--- src/rtl/left_shift_register_base.sv ---
// Serial-in / parallel-out left shift register: shifts left on enabled edges, loading
// the serial input into bit 0 and discarding the MSB. Synchronous active-high clear.
module left_shift_register_base #(
    parameter int unsigned WIDTH = 8
) (
    input  logic             in,
    input  logic             clk,
    input  logic             enable,
    input  logic             reset,
    output logic [WIDTH-1:0] out
);

    logic [WIDTH-1:0] shift_q;
    logic [WIDTH-1:0] shift_d;

    // Reset takes priority so an unknown enable cannot leak into the cleared state.
    always_comb begin
        shift_d = shift_q;
        if (enable) begin
            shift_d = {shift_q[WIDTH-2:0], in};
        end
    end

    always_ff @(posedge clk) begin
        if (reset) begin
            shift_q <= '0;
        end else begin
            shift_q <= shift_d;
        end
    end

    assign out = shift_q;

endmodule

--- config.mk ---
export PLATFORM = sky130hd
export DESIGN_NAME = left_shift_register_base
export DESIGN_NICKNAME = d
export VERILOG_FILES = /design/src/rtl/left_shift_register_base.sv
export SDC_FILE = /design/constraint.sdc
export NUM_CORES = 1
export LEC_CHECK = 0
export BUFFER_PORTS_ARGS = -buffer_cell sky130_fd_sc_hd__buf_2
export CAP_MARGIN = 20
export CORE_AREA = 2 2 39 41
export DETAILED_ROUTE_END_ITERATION = 6
export DIE_AREA = 0 0 41 43
export GPL_TIMING_DRIVEN = 1
export PLACE_DENSITY = 0.54
export RECOVER_POWER = 25
export SLEW_MARGIN = 20
export SYNTH_ARGS = -nofsm -noshare
export SYNTH_HDL_FRONTEND = slang
export SYNTH_SLANG_ARGS = --single-unit
export TNS_END_PERCENT = 5
--- constraint.sdc ---
create_clock -name clk -period 1.6 [get_ports clk]
set_input_delay 0.16 -clock clk [delete_from_list [all_inputs] [get_ports clk]]
set_output_delay 0.16 -clock clk [all_outputs]
set_load 0.005 [all_outputs]
==> out/qor.txt, run 1 <==
Status - finished, final reports clean
# rows - 14
Setup-failing EPs final - 0
Crit path from - out[5]$_SDFFE_PP0P_
CP max stage delay - 0.35 ns
Yosys cell types - 5
Initial DRC count - 3
Root Buffer - clkbuf_4
Ports - 12
Placed Cells - 51
Share of cells above drive strength 1 - 36.8%
TritonCTS clock tree - done
Setup WS post-layout - 0.720 ns
Leakage power - 0.193 nW
Final Hold Vio Count - 0
Worst Max-Slew Pin Slew - 0.227 ns
Crit path time final - 0.880 ns
H-tree Lvls - 1
N_diodes - 0
WL/cell - 9.43 µm
Area Growth Syn to Fin - 28.9%
Critical Path End - out[5]
First-pass detailed-route iteration total - 4
Die area - 1760 µm²
Cells after Synth - 26
WP buf/inv - 1
Clk Latency, worst-skew pair - 0.24 ns
GPL Wtd Cong - 0.646
Global-route wire length before repair - 848 µm
Reg2reg path depth - 2
Syn avg cell area - 11.0 µm²
Crit path kind - flip-flop to output pin
PwrDens - 1020 nW/µm²
Util after Layout - 26.6%
CP cell instances - buf_2
Largest net degree at the start of global routing - 9
Grt ovf - 0
I/O Buffers - 11
R2r setup slk - 0.98 ns
Initial antenna violation count - 0
Antenna Nets Post-Route - 0
Clock Tree Buf Depth - 2
Slowest CP cell - dfxtp_1
Fmax - 1140 MHz
Min-delay worst type - primary input to flip-flop
Num CTS Buffers - 3
Total Nets Final - 44
Cell Area, Placed - 345 µm²
Worst path depth - 1
Post-CTS Setup Inserts - 0
Core footprint - 1380 µm²
Yosys warns - 0
Critical path data arrival time - 0.72 ns
Clock slew at reported path FFs - 0.05 ns
Final instance area - 368 µm²
Largest register FFs - 8
Vias in the first global route - 220
Relative slew margins - 84.9%
Vias per cell - 3.91
Post-Syn Area - 285 µm²
Critical Path Source Type - flip-flop
Number of synthesized register bits - 8
Fin Clk Skew - 0.000523 ns
Max-cap viol count - 0
# resized after CTS - 0
Final worst-path cycle share - 55.0%
Die height - 43 µm
Worst-path fanout max - 3
CTS sink cnt - 8
Routed Wire Length - 509 µm
Peak VDD IR - 0.000259 V
Critical path's top delay family - flip-flops
Pre-CTS WS - 0.817 ns
Slew Limit Fails - 0
Crit. End Element - output pin
RSZ-0062 raised after global routing - false
# hold bufs at CTS - 0
Overall Global Routing Usage - 8.06%
Finished Layout Cells - 54
Vias - 211
Post-synthesis sequential area ratio - 56.1%
Critical R2R Launch - out[5]$_SDFFE_PP0P_
Die Width - 41 µm
Initial Utilization - 20.6%
Critical R2R Capture - out[6]$_SDFFE_PP0P_
WP data required - 1.44 ns
Setup Total Neg Slack - 0 ns
Synth Net Count - 30
# DRC - 0
## cell usage in the layout (no fill, tap or decap), drive strengths merged
cell and n:
clkbuf 3, dfxtp 8, mux2i 8, buf 11
nor2 8
## cell families after synthesis
family / synth area share (%)
multiplexers: 28.1
flip-flops: 56.1
AND/OR/NAND/NOR: 10.5
buffers and inverters: 5.26
## synth_stat cells
cell / n / area share [%]
buf_1: 1 / 1.3
buf_6: 1 / 3.9
dfxtp_1: 8 / 56
mux2i_1: 8 / 28
nor2_1: 8 / 11
## how the worst min path moves through the flow
stage          from                  end  slack (ns)  depth (start not counted)
4_1_cts          in  out[0]$_SDFFE_PP0P_        0.16                          3
3_3_place_gp     in  out[0]$_SDFFE_PP0P_        0.41                          3
5_1_grt          in  out[0]$_SDFFE_PP0P_        0.16                          3
3_5_place_dp     in  out[0]$_SDFFE_PP0P_        0.41                          3
2_1_floorplan    in  out[0]$_SDFFE_PP0P_        0.31                          2
6_report         in  out[0]$_SDFFE_PP0P_        0.16                          3
## per-stage QoR
step	hold WS, ns	power, mW
floorplan	0.307	0.225
finish	0.156	0.376
CTS	0.155	0.386
global route	0.158	0.400
global placement	0.409	0.231
detailed placement	0.415	0.231
## where the power goes
part	switching (mW)	total [mW]	internal, mW
logic	0.0110	0.0214	0.0104
clock network	0.0640	0.150	0.0855
registers	0.00214	0.205	0.202
total	0.0771	0.376	0.298
## per-layer routing
| metal | GRT usage (%) | vias up | share of wire, % |
|---|---|---|---|
| li1 | - | 110 | - |
| met1 | 7.82 | 98 | 42 |
| met2 | 10.0 | 3 | 56 |
| met3 | 3.14 | 0 | 2.4 |
| met4 | 12.0 | 0 | 0 |
| met5 | 0 | - | 0 |
## area by class of cell
cell class	count	area (µm²)
Fill cell	159	1020
Sequential cell	8	160
Multi-Input combinational cell	16	110
Timing Repair Buffer	11	55.1
Clock buffer	3	22.5
Tap cell	16	20.0
Power figures use the tool's default switching activity.
==> inputs of run 2 (changes only) <==
==> constraint.sdc (replaced) <==
create_clock -name clk -period 0.9 [get_ports clk]
set_input_delay 0.09 -clock clk [delete_from_list [all_inputs] [get_ports clk]]
set_output_delay 0.09 -clock clk [all_outputs]
set_load 0.005 [all_outputs]
==> out/qor.txt, run 2 (synthesis results as in run 1) <==
Status - finished, final reports clean (unchanged)
# resized after CTS - 0 (unchanged)
Setup Total Neg Slack - 0 ns (unchanged)
Antenna Nets Post-Route - 0 (unchanged)
Critical Path Source Type - flip-flop (unchanged)
# hold bufs at CTS - 0 (unchanged)
Share of cells above drive strength 1 - 36.8% (unchanged)
Psw - 0.135 mW (was 0.0771 mW)
Critical path's top delay family - flip-flops (unchanged)
Final Hold Vio Count - 0 (unchanged)
Sequential share of power - 54.7% (was 54.5%)
Global-route wire length before repair - 731 µm (was 848 µm)
Overall Global Routing Usage - 6.44% (was 8.06%)
Vias in the first global route - 185 (was 220)
Crit path kind - flip-flop to output pin (unchanged)
Routed Wire Length - 505 µm (was 509 µm)
First-pass detailed-route iteration total - 2 (was 4)
Int Pwr - 0.531 mW (was 0.298 mW)
Total Nets Final - 44 (unchanged)
Setup-failing EPs final - 0 (unchanged)
Placed Cells - 51 (unchanged)
Post-CTS Setup Inserts - 0 (unchanged)
CP cell instances - buf_2 (unchanged)
WP data required - 0.81 ns (was 1.44 ns)
Core footprint - 1380 µm² (unchanged)
Grt ovf - 0 (unchanged)
Leakage power - 0.193 nW (unchanged)
Commonest non-fill, non-tap cells in the layout - 11 x buf_2, 8 x mux2i_1, 8 x nor2_1, 8 x dfxtp_1, 3 x clkbuf_4 (unchanged)
Vias - 200 (was 211)
CP max stage delay - 0.35 ns (about the same)
Critical path data arrival time - 0.72 ns (about the same)
Clock slew at reported path FFs - 0.05 ns (about the same)
Combinational power share - 5.8% (was 5.7%)
Die height - 43 µm (unchanged)
Vias per cell - 3.70 (was 3.91)
Largest register FFs - 8 (unchanged)
Num CTS Buffers - 3 (unchanged)
Clock power frac - 39.5% (was 39.8%)
Min-delay worst type - primary input to flip-flop (unchanged)
Crit. End Element - output pin (unchanged)
Largest net degree at the start of global routing - 9 (unchanged)
RSZ-0062 raised after global routing - false (unchanged)
Ports - 12 (unchanged)
CTS sink cnt - 8 (unchanged)
Initial antenna violation count - 0 (unchanged)
GPL Wtd Cong - 0.643 (was 0.646)
WP buf/inv - 1 (unchanged)
Peak VDD IR - 0.000454 V (was 0.000259 V)
Clock Tree Buf Depth - 2 (unchanged)
WL/cell - 9.35 µm (was 9.43 µm)
Root Buffer - clkbuf_4 (unchanged)
Initial DRC count - 1 (was 3)
Worst Max-Slew Pin Slew - 0.220 ns (was 0.227 ns)
Worst-path fanout max - 3 (unchanged)
Fmax - 1230 MHz
Max-cap viol count - 0 (unchanged)
Die Width - 41 µm (unchanged)
# rows - 14 (unchanged)
Crit path time final - 0.811 ns
Fin Clk Skew - 0.00504 ns (was 0.000523 ns)
Relative slew margins - 85.3% (was 84.9%)
Slew Limit Fails - 0 (unchanged)
Initial Utilization - 20.6% (unchanged)
Area Growth Syn to Fin - 28.9% (unchanged)
PwrDens - 1810 nW/µm² (was 1020 nW/µm²)
Commonest non-fill, non-tap cell in the layout - buf_2 (unchanged)
I/O Buffers - 11 (unchanged)
N_diodes - 0 (unchanged)
Power Total - 0.665 mW (was 0.376 mW)
TritonCTS clock tree - done (unchanged)
Clk Latency, worst-skew pair - 0.25 ns (was 0.24 ns)
Final worst-path cycle share - 90.1%
Switching Fraction - 20.2% (was 20.5%)
H-tree Lvls - 1 (unchanged)
Finished Layout Cells - 54 (unchanged)
Slowest CP cell - dfxtp_1 (unchanged)
Die area - 1760 µm² (unchanged)
# DRC - 0 (unchanged)
[run 2: cell type report]
cell class | instances | area [µm²]
timing repair buffer | 11 | 55.1
multi-input combinational | 16 | 110
fill | 156 | 1020
tap | 16 | 20.0
clock buffer | 3 | 22.5
sequential | 8 | 160
[run 2: power by group through the flow]
| stage | clock network (mW) | logic, mW | registers (mW) |
|---|---|---|---|
| floorplan | 0 | 0.0285 | 0.372 |
| global placement | 0 | 0.0386 | 0.371 |
| detailed placement | 0 | 0.0387 | 0.371 |
| CTS | 0.282 | 0.0390 | 0.364 |
| global route | 0.306 | 0.0410 | 0.364 |
| finish | 0.263 | 0.0383 | 0.364 |
[run 2: worst paths after layout]
kind / startpoint / to / slack (ns) / cells past startpoint
min: in / out[0]$_SDFFE_PP0P_ / 0.09 / 3
min reg2reg: out[7]$_SDFFE_PP0P_ / out[7]$_SDFFE_PP0P_ / 0.49 / 2
max: out[4]$_SDFFE_PP0P_ / out[4] / 0.09 / 1
max reg2reg: out[0]$_SDFFE_PP0P_ / out[1]$_SDFFE_PP0P_ / 0.29 / 2
[run 2: per-layer routing]
metal	GRT usage [%]	wire, µm	vias to the layer above
met4	6.00	0	0
met5	0	0	-
met2	7.81	268	3
li1	-	-	109
met3	1.57	17	0
met1	8.74	219	88
[run 2: through the flow]
stage	hold slack [ns]	setup WS, ns	cell area [µm²]	utilization [%]
final	0.0878	0.0893	368	26.6
after floorplan	0.237	0.308	285	-
after CTS	0.0847	0.0699	368	26.6
after global placement	0.327	0.197	345	25.0
after global routing	0.0870	0.0282	368	26.6
after detailed placement	0.339	0.196	345	25.0
[run 2: worst reg2reg max path, stage by stage, from the launching register on]
cell and delay [ns]:
dfxtp_1 0.32, mux2i_1 0.13, nor2_1 0.05
